<file path="src/rtl/commit_trace_if.sv">
// Writeback tap and trace drain stream for commit_trace_buffer.
// The master side drives retirements and the drain ready; the slave side is the recorder.
interface commit_trace_if #(
    parameter int PC_W   = 16,
    parameter int DATA_W = 16,
    parameter int CYC_W  = 16
);
    logic              wb_valid;
    logic [PC_W-1:0]   wb_pc;
    logic [PC_W-1:0]   wb_instr;
    logic [DATA_W-1:0] wb_data;
    logic              wb_halt;

    logic              rd_ready;
    logic              rd_valid;
    logic [CYC_W-1:0]  rd_cyc;
    logic [PC_W-1:0]   rd_pc;
    logic [PC_W-1:0]   rd_instr;
    logic [DATA_W-1:0] rd_data;

    modport master (
        output wb_valid, wb_pc, wb_instr, wb_data, wb_halt, rd_ready,
        input  rd_valid, rd_cyc, rd_pc, rd_instr, rd_data
    );

    modport slave (
        input  wb_valid, wb_pc, wb_instr, wb_data, wb_halt, rd_ready,
        output rd_valid, rd_cyc, rd_pc, rd_instr, rd_data
    );
endinterface

</file>
<file path="src/rtl/commit_trace_buffer.sv">
// Retirement trace recorder: captures writeback-stage retirements into a circular
// buffer (wrap / stop-when-full / PC trigger), then drains the frozen trace oldest-first.
module commit_trace_buffer #(
    parameter int DEPTH  = 16,
    parameter int PC_W   = 16,
    parameter int DATA_W = 16,
    parameter int CYC_W  = 16,
    localparam int AW    = $clog2(DEPTH),
    localparam int CW    = AW + 1
) (
    input  logic            clk,
    input  logic            rst_n,
    commit_trace_if.slave   trace,
    input  logic [1:0]      cfg_mode,
    input  logic [PC_W-1:0] trig_pc,
    input  logic [CW-1:0]   post_cnt,
    input  logic            arm,
    input  logic            flush,
    output logic [CW-1:0]   count,
    output logic            overflow,
    output logic            triggered,
    output logic [1:0]      state
);

    typedef enum logic [1:0] {
        IDLE    = 2'd0,
        CAPTURE = 2'd1,
        POST    = 2'd2,
        FROZEN  = 2'd3
    } state_e;

    typedef enum logic [1:0] {
        M_WRAP      = 2'd0,
        M_STOP_FULL = 2'd1,
        M_TRIGGER   = 2'd2
    } mode_e;

    typedef struct packed {
        logic [CYC_W-1:0]  cyc;
        logic [PC_W-1:0]   pc;
        logic [PC_W-1:0]   instr;
        logic [DATA_W-1:0] data;
    } entry_t;

    state_e            state_q, state_d;
    mode_e             mode_q, mode_d;
    logic [PC_W-1:0]   trig_pc_q, trig_pc_d;
    logic [CW-1:0]     post_cnt_q, post_cnt_d;
    logic [CW-1:0]     post_left_q, post_left_d;
    logic [AW-1:0]     wr_ptr_q, wr_ptr_d;
    logic [CW-1:0]     count_q, count_d;
    logic              overflow_q, overflow_d;
    logic              triggered_q, triggered_d;
    logic [CYC_W-1:0]  cyc_q;
    logic              wr_en;
    logic              full;
    logic              pc_match;
    logic [AW-1:0]     rd_ptr;
    logic              rd_valid;
    entry_t            rd_entry;
    entry_t            mem [DEPTH];

    assign full     = (count_q == CW'(DEPTH));
    assign pc_match = (mode_q == M_TRIGGER) && (trace.wb_pc == trig_pc_q);

    // NOTE: every variable written here gets a default first, so no path infers a latch.
    always_comb begin
        state_d     = state_q;
        mode_d      = mode_q;
        trig_pc_d   = trig_pc_q;
        post_cnt_d  = post_cnt_q;
        post_left_d = post_left_q;
        wr_ptr_d    = wr_ptr_q;
        count_d     = count_q;
        overflow_d  = overflow_q;
        triggered_d = triggered_q;
        wr_en       = 1'b0;

        if (flush) begin
            state_d     = IDLE;
            count_d     = '0;
            wr_ptr_d    = '0;
            overflow_d  = 1'b0;
            triggered_d = 1'b0;
        end else if (arm && (state_q == IDLE || state_q == FROZEN)) begin
            state_d     = CAPTURE;
            count_d     = '0;
            wr_ptr_d    = '0;
            overflow_d  = 1'b0;
            triggered_d = 1'b0;
            post_left_d = '0;
            mode_d      = (cfg_mode == 2'd3) ? M_WRAP : mode_e'(cfg_mode);
            trig_pc_d   = trig_pc;
            post_cnt_d  = post_cnt;
        end else begin
            case (state_q)
                CAPTURE, POST: begin
                    if (trace.wb_valid) begin
                        wr_en    = 1'b1;
                        wr_ptr_d = wr_ptr_q + 1'b1;
                        // A full buffer overwrites its oldest entry; count saturates.
                        if (full) overflow_d = 1'b1;
                        else      count_d    = count_q + 1'b1;

                        if (state_q == CAPTURE && pc_match) triggered_d = 1'b1;

                        if (trace.wb_halt) begin
                            state_d = FROZEN;
                        end else if (state_q == CAPTURE) begin
                            if (mode_q == M_STOP_FULL && count_q == CW'(DEPTH - 1)) begin
                                state_d = FROZEN;
                            end else if (pc_match) begin
                                if (post_cnt_q == '0) begin
                                    state_d = FROZEN;
                                end else begin
                                    post_left_d = post_cnt_q;
                                    state_d     = POST;
                                end
                            end
                        end else begin
                            post_left_d = post_left_q - 1'b1;
                            if (post_left_q == CW'(1)) state_d = FROZEN;
                        end
                    end
                end
                FROZEN: begin
                    if (count_q == '0) begin
                        state_d = IDLE;
                    end else if (trace.rd_ready) begin
                        count_d = count_q - 1'b1;
                        if (count_q == CW'(1)) state_d = IDLE;
                    end
                end
                default: ;
            endcase
        end
    end

    // NOTE: state registers use non-blocking assignment so every flop samples pre-edge values.
    always_ff @(posedge clk or negedge rst_n) begin
        if (!rst_n) begin
            state_q     <= IDLE;
            mode_q      <= M_WRAP;
            trig_pc_q   <= '0;
            post_cnt_q  <= '0;
            post_left_q <= '0;
            wr_ptr_q    <= '0;
            count_q     <= '0;
            overflow_q  <= 1'b0;
            triggered_q <= 1'b0;
            cyc_q       <= '0;
        end else begin
            state_q     <= state_d;
            mode_q      <= mode_d;
            trig_pc_q   <= trig_pc_d;
            post_cnt_q  <= post_cnt_d;
            post_left_q <= post_left_d;
            wr_ptr_q    <= wr_ptr_d;
            count_q     <= count_d;
            overflow_q  <= overflow_d;
            triggered_q <= triggered_d;
            cyc_q       <= cyc_q + 1'b1;
        end
    end

    // NOTE: the trace array has no reset; count and state gate every read of it.
    always_ff @(posedge clk) begin
        if (wr_en) begin
            mem[wr_ptr_q] <= '{cyc:   cyc_q,
                               pc:    trace.wb_pc,
                               instr: trace.wb_instr,
                               data:  trace.wb_data};
        end
    end

    // Oldest entry sits count places behind the write pointer.
    assign rd_ptr   = wr_ptr_q - count_q[AW-1:0];
    assign rd_valid = (state_q == FROZEN) && (count_q != '0);
    assign rd_entry = mem[rd_ptr];

    assign trace.rd_valid = rd_valid;
    assign trace.rd_cyc   = rd_valid ? rd_entry.cyc   : '0;
    assign trace.rd_pc    = rd_valid ? rd_entry.pc    : '0;
    assign trace.rd_instr = rd_valid ? rd_entry.instr : '0;
    assign trace.rd_data  = rd_valid ? rd_entry.data  : '0;

    assign count     = count_q;
    assign overflow  = overflow_q;
    assign triggered = triggered_q;
    assign state     = state_q;

endmodule

</file>
<file path="src/flat_wrapper.sv">
// flat-port wrapper written by rule: the top's interface ports become plain ports
module commit_trace_buffer_flat 
#(
    parameter int DEPTH  = 16,
    parameter int PC_W   = 16,
    parameter int DATA_W = 16,
    parameter int CYC_W  = 16,
    localparam int AW    = $clog2(DEPTH),
    localparam int CW    = AW + 1
)
  (clk, rst_n, cfg_mode, trig_pc, post_cnt, arm, flush, count, overflow, triggered, state, trace_wb_valid, trace_wb_pc, trace_wb_instr, trace_wb_data, trace_wb_halt, trace_rd_ready, trace_rd_valid, trace_rd_cyc, trace_rd_pc, trace_rd_instr, trace_rd_data);
  commit_trace_if #(.PC_W(PC_W), .DATA_W(DATA_W), .CYC_W(CYC_W)) trace_i ();
  input  logic clk;
  input  logic rst_n;
  input  logic [1:0] cfg_mode;
  input  logic [PC_W-1:0] trig_pc;
  input  logic [CW-1:0] post_cnt;
  input  logic arm;
  input  logic flush;
  output logic [CW-1:0] count;
  output logic overflow;
  output logic triggered;
  output logic [1:0] state;
  input wire logic [$bits(trace_i.wb_valid)-1:0] trace_wb_valid;
  input wire logic [$bits(trace_i.wb_pc)-1:0] trace_wb_pc;
  input wire logic [$bits(trace_i.wb_instr)-1:0] trace_wb_instr;
  input wire logic [$bits(trace_i.wb_data)-1:0] trace_wb_data;
  input wire logic [$bits(trace_i.wb_halt)-1:0] trace_wb_halt;
  input wire logic [$bits(trace_i.rd_ready)-1:0] trace_rd_ready;
  output wire logic [$bits(trace_i.rd_valid)-1:0] trace_rd_valid;
  output wire logic [$bits(trace_i.rd_cyc)-1:0] trace_rd_cyc;
  output wire logic [$bits(trace_i.rd_pc)-1:0] trace_rd_pc;
  output wire logic [$bits(trace_i.rd_instr)-1:0] trace_rd_instr;
  output wire logic [$bits(trace_i.rd_data)-1:0] trace_rd_data;
  assign trace_i.wb_valid = trace_wb_valid;
  assign trace_i.wb_pc = trace_wb_pc;
  assign trace_i.wb_instr = trace_wb_instr;
  assign trace_i.wb_data = trace_wb_data;
  assign trace_i.wb_halt = trace_wb_halt;
  assign trace_i.rd_ready = trace_rd_ready;
  assign trace_rd_valid = trace_i.rd_valid;
  assign trace_rd_cyc = trace_i.rd_cyc;
  assign trace_rd_pc = trace_i.rd_pc;
  assign trace_rd_instr = trace_i.rd_instr;
  assign trace_rd_data = trace_i.rd_data;
  commit_trace_buffer #(.DEPTH(DEPTH), .PC_W(PC_W), .DATA_W(DATA_W), .CYC_W(CYC_W)) u_core (.clk(clk), .rst_n(rst_n), .trace(trace_i), .cfg_mode(cfg_mode), .trig_pc(trig_pc), .post_cnt(post_cnt), .arm(arm), .flush(flush), .count(count), .overflow(overflow), .triggered(triggered), .state(state));
endmodule
</file>
<file path="config.mk">
export PLATFORM = sky130hd
export DESIGN_NAME = commit_trace_buffer_flat
export DESIGN_NICKNAME = d
export VERILOG_FILES = /design/src/rtl/commit_trace_if.sv /design/src/rtl/commit_trace_buffer.sv /design/src/flat_wrapper.sv
export SDC_FILE = /design/constraint.sdc
export NUM_CORES = 1
export LEC_CHECK = 0
export CAP_MARGIN = 20
export CORE_ASPECT_RATIO = 0.6
export CORE_MARGIN = 2
export CORE_UTILIZATION = 45
export CTS_CLUSTER_DIAMETER = 60
export DETAILED_ROUTE_END_ITERATION = 10
export PLACE_DENSITY = 0.64
export SLEW_MARGIN = 15
export SYNTH_ARGS = -nofsm -noshare
export SYNTH_HDL_FRONTEND = slang
export SYNTH_SLANG_ARGS = --single-unit
</file>
<file path="constraint.sdc">
create_clock -name clk -period 7.5 [get_ports clk]
set_input_delay 0.75 -clock clk [delete_from_list [all_inputs] [get_ports clk]]
set_output_delay 0.75 -clock clk [all_outputs]
set_load 0.02 [all_outputs]
</file>
==> impl_metrics.ini <==
[pwr]
p_leak_nw = 16.13
peakVddDrop_uv = 291.7
powerDensity_mw_per_mm2 = 380.9

[sta]
fin_skew_ns = 0.03440
hold_viol = 0
rsz0062_at_grt = false
relSlewSlack = 0.2939
fmax_ghz = 0.1804
fin_ws_ns = 1.957
final-setup-viol-count = 0
tightest_slew_ns = 1.059
finalCritPeriodShare = 0.7390
period_minus_slack_ns = 5.543
slew_viol_final = 0
fin_setup_tns_ns = 0

[synth]
synth_flop_cell = edfxtp_1
async_flop_share = 0.05273
netlist_area_mm2 = 0.04228
netlist_instances = 2158
synth_cell_types = 53
ys_warn_count = 0
ys_ff_latch = 1081
syn-num-nets = 2255
yosysSeqAreaShare = 0.7609
syn_avg_cell_area_um2 = 19.59
synth-edff-count = 1024

[floorplanning]
die_w_um = 399.7
row_count = 87
pin_count = 152
dieHeight_um = 241.4
fp.dieArea_mm2 = 0.09651
core-area_mm2 = 0.09351
initial_core_util = 0.4522

[grt]
grt_max_degree = 129
grt_first_pass_wirelength_um = 147800
grt_pass1_vias = 21728
grt_usage = 0.2117
grt.overflow.total = 0
antenna_found_initial = 6

[routing]
via_count = 21342
drt_iter0_drc = 2006
avgRoutedWirePerCell_um = 27.49
wirelength_um = 101000
drc = 0
first_pass_iters = 6
via_per_inst = 5.812
final_antenna_net_count = 0

[cts]
cts_buffers = 100
cts_max_level = 3
cts_tree = done
cts.sinks = 1081
insertion_delay_ns = 0.71
cts_buffer_depth = 3
clkSlewWorstSetupHoldPaths_ns = 0.06
postCtsResizedCells = 0
post-cts-setup-buffer-count = 0
cts-root-buf = clkbuf_16
postCtsHoldBufs = 0

[critical_path]
cp_slowest_cell = fa_4
worstPathCellList = inv_1 -> ha_4 -> inv_1 -> fa_4 -> buf_16 -> buf_12 -> mux4_2 -> nand2_1 -> nand3_1 -> and3_1 -> clkdlybuf4s50_1
cp.arrival_ns = 4.79
critPathMaxFanout = 78
path_class = flop to primary output
slowest_delay_ns = 1.01
r2r-start = u_core.state[0]
worst-r2r-setup-slack_ns = 3.56
r2r_end = u_core.mem[15][6]
crit_required_ns = 6.75
cp_common_cell = inv_1
r2r_cells = 5
start_kind = flop
end_kind = primary output

[hold_path]
hp-class = input pin to asynchronous set/reset pin

[layout]
final_common_cell = edfxtp_1
layout.cells.non_filler = 3672
syn2layout_area_growth_pct = 15.80
drive_above_1_share = 0.2120
final_cell_mix = edfxtp_1 (1024), nand2_1 (279), mux4_2 (256)
stdcell_area_mm2 = 0.04897
num-nets-final = 2436
num-fill-cells = 7155

[place]
gp_congestion = 0.7548
dpl.hpwl_um = 50700
place_area_mm2 = 0.04551
port_buffers = 151
preCtsSetupSlack_ns = 2.336
dp_cells = 3480

[job]
drv_cap = 0

[run_status]
status = finished, final reports clean
-- worst max path at each step --
stage	start	end	cells past startpoint
floorplan	u_core.state[1]	u_core.mem[0][0]	6
global placement	u_core.wr_ptr_q[0]	trace_rd_cyc[8]	10
detailed placement	u_core.wr_ptr_q[0]	trace_rd_cyc[8]	10
CTS	u_core.wr_ptr_q[0]	trace_rd_cyc[8]	10
global route	u_core.wr_ptr_q[0]	trace_rd_pc[10]	11
finish	u_core.wr_ptr_q[0]	trace_rd_data[9]	11
-- cells by family after synthesis --
family / synth area share
buffers and inverters: 0.01332
muxes: 0.1427
adders and majority gates: 0.005800
AOI/OAI and AO/OA: 0.007220
xor gates and xnor gates: 0.008818
and+or+nand+nor: 0.06119
DFF: 0.7609
-- metal layers --
metal / global-route usage / up-vias / part of all wire
li1: - / 9023 / -
met1: 0.3108 / 11438 / 0.44
met2: 0.3295 / 754 / 0.47
met3: 0.04661 / 123 / 0.073
met4: 0.04261 / 4 / 0.015
met5: 0 / - / 0.00028
-- sequential cells by signal, summed over array words and instances, names as in the netlist --
name,count
u_core.mode_q,2
u_core.triggered,1
u_core.post_cnt_q,5
u_core.post_left_q,5
u_core.trig_pc_q,16
u_core.count,5
u_core.wr_ptr_q,4
u_core.mem,1024
u_core.cyc_q,16
u_core.state,2
u_core.overflow,1
-- critical path, delay by kind of cell (launching register included) --
family                   cells  cell delay, ns
multiplexers                 1            0.39
flip-flops                   1            0.43
AND/OR/NAND/NOR              3            0.45
buffers and inverters        5            1.52
adder cells (fa/ha/maj)      2            1.15
-- per-stage QoR --
stage	hold WS, ns	util	power [mW]
after CTS	0.2043	0.5228	18.82
after detailed placement	0.4987	0.4867	13.64
after floorplan	0.4544	-	11.68
after global placement	0.5016	0.4863	13.53
final	0.2111	0.5237	18.65
after global routing	0.2592	0.5236	19.57
-- Yosys cell counts, types with 18 or more instances --
| cell | n | share of area |
|---|---|---|
| mux2_2 | 23 | 0.0061 |
| nor2_1 | 38 | 0.0034 |
| dfrtp_1 | 57 | 0.034 |
| edfxtp_1 | 1024 | 0.73 |
| nand3_1 | 145 | 0.017 |
| mux4_2 | 256 | 0.14 |
| nand2_1 | 279 | 0.025 |
| buf_1 | 21 | 0.0019 |
| xor2_1 | 23 | 0.0048 |
| clkbuf_1 | 54 | 0.0048 |
| ha_1 | 18 | 0.0053 |
| and3_1 | 68 | 0.010 |
| buf_2 | 39 | 0.0046 |
-- cell type report --
| type | instances | area (um2) | area share |
|---|---|---|---|
| Clock buffer | 125 | 2738 | 0.05591 |
| Inverter | 16 | 60.06 | 0.001227 |
| Clock inverter | 63 | 644.4 | 0.01316 |
| Sequential cell | 1081 | 32180 | 0.6571 |
| Antenna cell | 1 | 2.502 | 0.00005111 |
| Timing Repair Buffer | 196 | 2054 | 0.04196 |
| Tap cell | 1246 | 1559 | 0.03184 |
| Multi-Input combinational cell | 944 | 9732 | 0.1987 |
-- power by group --
| group | internal [mW] | switching [mW] |
|---|---|---|
| Clock | 2.95 | 2.25 |
| Sequential | 6.77 | 0.106 |
| Combinational | 2.90 | 3.68 |
| Total | 12.6 | 6.03 |
Note: power is estimated with default switching activity, not from simulation.
